File: src/rtl/riscv_mem_pkg.sv
// rtl/riscv_mem_pkg.sv - shared funct3 codes and M-stage FSM states
package riscv_mem_pkg;

    localparam logic [2:0] F3_B  = 3'b000;
    localparam logic [2:0] F3_H  = 3'b001;
    localparam logic [2:0] F3_W  = 3'b010;
    localparam logic [2:0] F3_BU = 3'b100;
    localparam logic [2:0] F3_HU = 3'b101;

    typedef enum logic {
        S_IDLE = 1'b0,
        S_WAIT = 1'b1
    } mem_state_e;

endpackage

File: src/rtl/load_store_align.sv
// rtl/load_store_align.sv - store lane steering, byte enables, load extension, alignment fault
module load_store_align
    import riscv_mem_pkg::*;
(
    input  logic        is_store,
    input  logic [2:0]  funct3,
    input  logic [1:0]  addr_lo,
    input  logic [31:0] store_data,
    input  logic [31:0] rdata,
    output logic [31:0] wdata,
    output logic [3:0]  be,
    output logic [31:0] load_data,
    output logic        fault
);

    logic [7:0]  lane_b;
    logic [15:0] lane_h;

    always_comb begin
        case (addr_lo)
            2'd0:    lane_b = rdata[7:0];
            2'd1:    lane_b = rdata[15:8];
            2'd2:    lane_b = rdata[23:16];
            default: lane_b = rdata[31:24];
        endcase
        lane_h = addr_lo[1] ? rdata[31:16] : rdata[15:0];
    end

    // Loads always fetch the full word; only stores narrow the byte enables.
    always_comb begin
        wdata     = store_data;
        be        = 4'b1111;
        load_data = 32'd0;
        fault     = 1'b0;
        case (funct3)
            F3_B: begin
                wdata     = {4{store_data[7:0]}};
                load_data = {{24{lane_b[7]}}, lane_b};
                if (is_store) be = 4'b0001 << addr_lo;
            end
            F3_H: begin
                wdata     = {2{store_data[15:0]}};
                load_data = {{16{lane_h[15]}}, lane_h};
                if (is_store) be = addr_lo[1] ? 4'b1100 : 4'b0011;
                fault     = addr_lo[0];
            end
            F3_W: begin
                load_data = rdata;
                fault     = (addr_lo != 2'b00);
            end
            F3_BU: begin
                load_data = {24'd0, lane_b};
                fault     = is_store;
            end
            F3_HU: begin
                load_data = {16'd0, lane_h};
                fault     = is_store | addr_lo[0];
            end
            default: fault = 1'b1;
        endcase
    end

endmodule

File: src/rtl/memory_access_stage.sv
// rtl/memory_access_stage.sv - RV32I memory stage: data bus access, stall/timeout FSM, MEM/WB register
module memory_access_stage
    import riscv_mem_pkg::*;
#(
    parameter int unsigned TIMEOUT = 255
) (
    input  logic        clk,
    input  logic        rst,
    input  logic        ValidM,
    input  logic        RegWriteM,
    input  logic        ResultSrcM,
    input  logic        MemWriteM,
    input  logic [2:0]  Funct3M,
    input  logic [4:0]  RdM,
    input  logic [31:0] ALUResultM,
    input  logic [31:0] WriteDataM,
    input  logic [31:0] PCPlus4M,
    output logic        StallM,
    output logic        DMemReq,
    output logic        DMemWe,
    output logic [31:0] DMemAddr,
    output logic [31:0] DMemWdata,
    output logic [3:0]  DMemBe,
    input  logic        DMemReady,
    input  logic [31:0] DMemRdata,
    output logic        ValidW,
    output logic        RegWriteW,
    output logic        ResultSrcW,
    output logic [4:0]  RdW,
    output logic [31:0] PCPlus4W,
    output logic [31:0] ALUResultW,
    output logic [31:0] ReadDataW,
    output logic        ExceptionW
);

    localparam int CW = (TIMEOUT > 1) ? $clog2(TIMEOUT) : 1;
    localparam logic [CW-1:0] CNT_LAST = CW'(TIMEOUT - 1);

    mem_state_e    state_q, state_d;
    logic [CW-1:0] cnt_q, cnt_d;

    logic        valid_w_q, valid_w_d, reg_write_w_q, reg_write_w_d;
    logic        result_src_w_q, result_src_w_d, exception_w_q, exception_w_d;
    logic [4:0]  rd_w_q, rd_w_d;
    logic [31:0] pc_plus4_w_q, pc_plus4_w_d, alu_result_w_q, alu_result_w_d;
    logic [31:0] read_data_w_q, read_data_w_d;

    logic        mem_op, fault, req_raw, complete, abort, is_load;
    logic [31:0] load_data;

    load_store_align u_align (
        .is_store   (MemWriteM),
        .funct3     (Funct3M),
        .addr_lo    (ALUResultM[1:0]),
        .store_data (WriteDataM),
        .rdata      (DMemRdata),
        .wdata      (DMemWdata),
        .be         (DMemBe),
        .load_data  (load_data),
        .fault      (fault)
    );

    assign mem_op   = ValidM & (MemWriteM | ResultSrcM);
    assign is_load  = ResultSrcM & ~MemWriteM;
    assign req_raw  = ((state_q == S_IDLE) & mem_op & ~fault) | (state_q == S_WAIT);
    assign complete = req_raw & DMemReady;
    assign abort    = (state_q == S_WAIT) & ~DMemReady & (TIMEOUT != 0) & (cnt_q == CNT_LAST);

    assign DMemReq  = req_raw & ~rst;
    assign DMemWe   = MemWriteM;
    assign DMemAddr = {ALUResultM[31:2], 2'b00};
    assign StallM   = req_raw & ~DMemReady & ~abort;

    always_comb begin
        state_d = state_q;
        cnt_d   = cnt_q;
        case (state_q)
            S_IDLE: begin
                if (mem_op & ~fault & ~DMemReady) begin
                    state_d = S_WAIT;
                    cnt_d   = '0;
                end
            end
            S_WAIT: begin
                if (DMemReady | abort) begin
                    state_d = S_IDLE;
                    cnt_d   = '0;
                end else begin
                    cnt_d = cnt_q + 1'b1;
                end
            end
            default: state_d = S_IDLE;
        endcase
    end

    // A stalled cycle inserts a bubble into W; data fields simply hold.
    always_comb begin
        valid_w_d      = 1'b0;
        reg_write_w_d  = 1'b0;
        exception_w_d  = 1'b0;
        result_src_w_d = result_src_w_q;
        rd_w_d         = rd_w_q;
        pc_plus4_w_d   = pc_plus4_w_q;
        alu_result_w_d = alu_result_w_q;
        read_data_w_d  = read_data_w_q;
        if (!StallM) begin
            exception_w_d  = (mem_op & fault) | abort;
            valid_w_d      = ValidM;
            reg_write_w_d  = ValidM & RegWriteM & ~exception_w_d;
            result_src_w_d = ResultSrcM;
            rd_w_d         = RdM;
            pc_plus4_w_d   = PCPlus4M;
            alu_result_w_d = ALUResultM;
            read_data_w_d  = (is_load & complete) ? load_data : 32'd0;
        end
    end

    always_ff @(posedge clk) begin
        if (rst) begin
            state_q        <= S_IDLE;
            cnt_q          <= '0;
            valid_w_q      <= 1'b0;
            reg_write_w_q  <= 1'b0;
            result_src_w_q <= 1'b0;
            exception_w_q  <= 1'b0;
            rd_w_q         <= 5'd0;
            pc_plus4_w_q   <= 32'd0;
            alu_result_w_q <= 32'd0;
            read_data_w_q  <= 32'd0;
        end else begin
            state_q        <= state_d;
            cnt_q          <= cnt_d;
            valid_w_q      <= valid_w_d;
            reg_write_w_q  <= reg_write_w_d;
            result_src_w_q <= result_src_w_d;
            exception_w_q  <= exception_w_d;
            rd_w_q         <= rd_w_d;
            pc_plus4_w_q   <= pc_plus4_w_d;
            alu_result_w_q <= alu_result_w_d;
            read_data_w_q  <= read_data_w_d;
        end
    end

    assign ValidW     = valid_w_q;
    assign RegWriteW  = reg_write_w_q;
    assign ResultSrcW = result_src_w_q;
    assign ExceptionW = exception_w_q;
    assign RdW        = rd_w_q;
    assign PCPlus4W   = pc_plus4_w_q;
    assign ALUResultW = alu_result_w_q;
    assign ReadDataW  = read_data_w_q;

endmodule

File: config.mk
export PLATFORM = sky130hd
export DESIGN_NAME = memory_access_stage
export DESIGN_NICKNAME = d
export VERILOG_FILES = /design/src/rtl/riscv_mem_pkg.sv /design/src/rtl/load_store_align.sv /design/src/rtl/memory_access_stage.sv
export SDC_FILE = /design/constraint.sdc
export NUM_CORES = 1
export LEC_CHECK = 0
export CORE_MARGIN = 5
export CORE_UTILIZATION = 40
export DETAILED_ROUTE_END_ITERATION = 16
export PLACE_DENSITY = 0.82
export SETUP_SLACK_MARGIN = 0.15
export SLEW_MARGIN = 5
export SYNTH_ARGS = -nofsm -noshare
export SYNTH_HDL_FRONTEND = slang
export SYNTH_HIERARCHICAL = 1
export SYNTH_SLANG_ARGS = --single-unit
File: constraint.sdc
create_clock -name clk -period 4.4 [get_ports clk]
set_input_delay 1.1 -clock clk [delete_from_list [all_inputs] [get_ports clk]]
set_output_delay 1.1 -clock clk [all_outputs]
set_load 0.05 [all_outputs]
==> flow_metrics.env <==
export IMPL_layout_nets=1047
export IMPL_cts_made_buffers=17
export IMPL_ctsRootBufferMaster="clkbuf_16"
export IMPL_async_reset_ff_share_pct=0
export IMPL_crit_path_start_kind="input port"
export IMPL_tightest_slew_ps=1020
export IMPL_post_cts_buffers=0
export IMPL_vias=5547
export IMPL_crit_arrival_ps=2970
export IMPL_place_area_um2=8980
export IMPL_final_util_pct=65.4
export IMPL_path_class="in2out"
export IMPL_io_pins=319
export IMPL_rsz0062_at_grt="no"
export IMPL_synth_edf_count=0
export IMPL_yosys_area_top_type_share_pct=37.9
export IMPL_crit_fanout=6
export IMPL_avgSynthCellArea_um2=9.41
export IMPL_synth_common_cells="150 x nand2_1, 114 x dfxtp_1, 82 x mux2i_1"
export IMPL_final_hold_viol_count=0
export IMPL_relSlewSlack_pct=31.7
export IMPL_first_iter_violations=278
export IMPL_yosysTopAreaCell="dfxtp_1"
export IMPL_wirelength_mm=19.0
export IMPL_critPathRequiredTime_ps=3300
export IMPL_finalCriticalPeriod_ps=4070
export IMPL_grt_pass1_wl_mm=29.5
export IMPL_hpwl_mm=14.6
export IMPL_setup_viol=0
export IMPL_synth_cell_types=55
export IMPL_cts_sinks=114
export IMPL_hold_class="reg2reg"
export IMPL_dr_pass1_iters=5
export IMPL_power_total_w=0.00335
export IMPL_antenna_found_initial=0
export IMPL_drv_slew=0
export IMPL_die_x_um=133
export IMPL_syn_to_final_growth_pct=59.2
export IMPL_end_kind="output pin"
export IMPL_core_rowCount=44
export IMPL_ys_warn_count=6
export IMPL_synth_most_common_cell="nand2_1"
export IMPL_powerDensity_nw_per_um2=350
export IMPL_maxCapViolations=0
export IMPL_drc=0
export IMPL_antenna_left=0
export IMPL_power_leakage_nw=3.77
export IMPL_insertion_delay_ps=410
export IMPL_grt_util_all_layers_pct=20.7
export IMPL_final_instance_count_excl_fill=1097
export IMPL_coreArea_um2=14600
export IMPL_wl_per_cell_um=17.3
export IMPL_htree_levels=4
export IMPL_viasPerCell=5.06
export IMPL_die_y_um=133
export IMPL_ctsResizeCount=0
export IMPL_grt_pass1_vias=5477
export IMPL_routabilityCongestion=0.875
export IMPL_initial_core_util_pct=41.1
export IMPL_netlist_area_um2=6010
export IMPL_synth_flop_cell="dfxtp_1"
export IMPL_final_period_utilization_pct=92.4
export IMPL_status="finished, final reports clean"
export IMPL_ys_seq_area_share_pct=37.9
export IMPL_antenna_cells=0
export IMPL_portBuffers=316
export IMPL_final_setup_tns_ps=0
export IMPL_cts_hold_fix_buffers=0
export IMPL_max_clock_path_buffers=2
export IMPL_dp_cells=1067
export IMPL_design_area_um2=9570
export IMPL_cts_tree="yes"
export IMPL_grt_ovfl_total=0
export IMPL_ir_drop_uv=255
export IMPL_num_fill_cells=1178
export IMPL_grt_max_degree=141
export IMPL_yosys_register_bits=114
export IMPL_skew_ps=13.3
export IMPL_max_freq_mhz=246
export IMPL_die_area_um2=17600
export IMPL_clkTransAtPathRegs_ps=50
export IMPL_drive_gt1_share_pct=12.9
export IMPL_syn_inst=639
export IMPL_synthTopCellsByArea="dfxtp_1 38%, mux2i_1 14%, nand2_1 9.4%"
-- worst paths after layout --
kind	start	slack, ps	end	depth (start not counted)
worst max register to register	cnt_q[0]	2420	ALUResultW[1]	7
worst min register to register	ALUResultW[3]	460	ALUResultW[3]	2
worst max-delay path	Funct3M[2]	330	StallM	6
worst min-delay path	ALUResultW[3]	460	ALUResultW[3]	2
-- layer usage --
metal / wire, um / global-route usage (%)
met1: 7750 / 24.1
met3: 1420 / 7.52
met2: 9560 / 35.7
met5: 0 / 0
met4: 297 / 6.41
-- metrics by stage --
step | worst slack [ps] | hold WS (ps)
after detailed placement | 339 | 450
after floorplan | 536 | 450
final | 334 | 456
after global routing | 247 | 470
after CTS | 335 | 458
after global placement | 345 | 444
-- worst max-delay path, stage by stage --
cell and delay (ps):
clkdlybuf4s50_1 550, a221oi_1 330, a21oi_1 130, or4_1 550, o21ai_4 130, buf_12 170
-- cell usage in the layout, fill, tap and decap left out, drive strengths merged, types with 3 or more instances in the layout --
| cell type | instances |
|---|---|
| nor2b | 5 |
| dfxtp | 114 |
| nand3 | 3 |
| o211ai | 4 |
| a221o | 12 |
| bufinv | 3 |
| a21oi | 16 |
| nor2 | 20 |
| o21ai | 8 |
| clkinv | 6 |
| a21o | 16 |
| inv | 10 |
| mux2 | 28 |
| or3 | 5 |
| clkdlybuf4s50 | 286 |
| mux2i | 82 |
| mux4 | 7 |
| nand2 | 150 |
| buf | 45 |
| nor3b | 4 |
| clkbuf | 20 |
| a32oi | 3 |
| a22o | 33 |
-- cell families after synthesis --
logic type | share of synthesized area, %
AO/OA/AOI/OAI | 14.2
adder cells (fa/ha/maj) | 0.416
buffers and inverters | 11.5
flip-flops | 37.9
multiplexers | 21.7
other | 0.0623
AND/OR/NAND/NOR | 14.2
-- report_power, final --
group	switching, W	internal (W)	leakage (nW)
sequential	0.0000219	0.00108	0.938
combinational	0.000511	0.000364	2.54
clock	0.000467	0.000910	0.291
total	0.00100	0.00235	3.77
-- sequential cells by signal, summed over array words and instances, names as in the netlist --
signal	flops
ReadDataW	32
PCPlus4W	32
RdW	5
ResultSrcW	1
RegWriteW	1
ValidW	1
state_q	1
cnt_q	8
ALUResultW	32
ExceptionW	1
-- area by class of cell --
| cell class | instances | area (um^2) | area share (%) |
|---|---|---|---|
| Timing Repair Buffer | 331 | 3360 | 35.1 |
| Inverter | 10 | 40.0 | 0.418 |
| Clock inverter | 10 | 135 | 1.41 |
| Multi-Input combinational cell | 428 | 3070 | 32.0 |
| Sequential cell | 114 | 2280 | 23.8 |
| Tap cell | 184 | 230 | 2.40 |
| Clock buffer | 20 | 457 | 4.77 |
No activity file was read; power rests on OpenSTA's default activity.
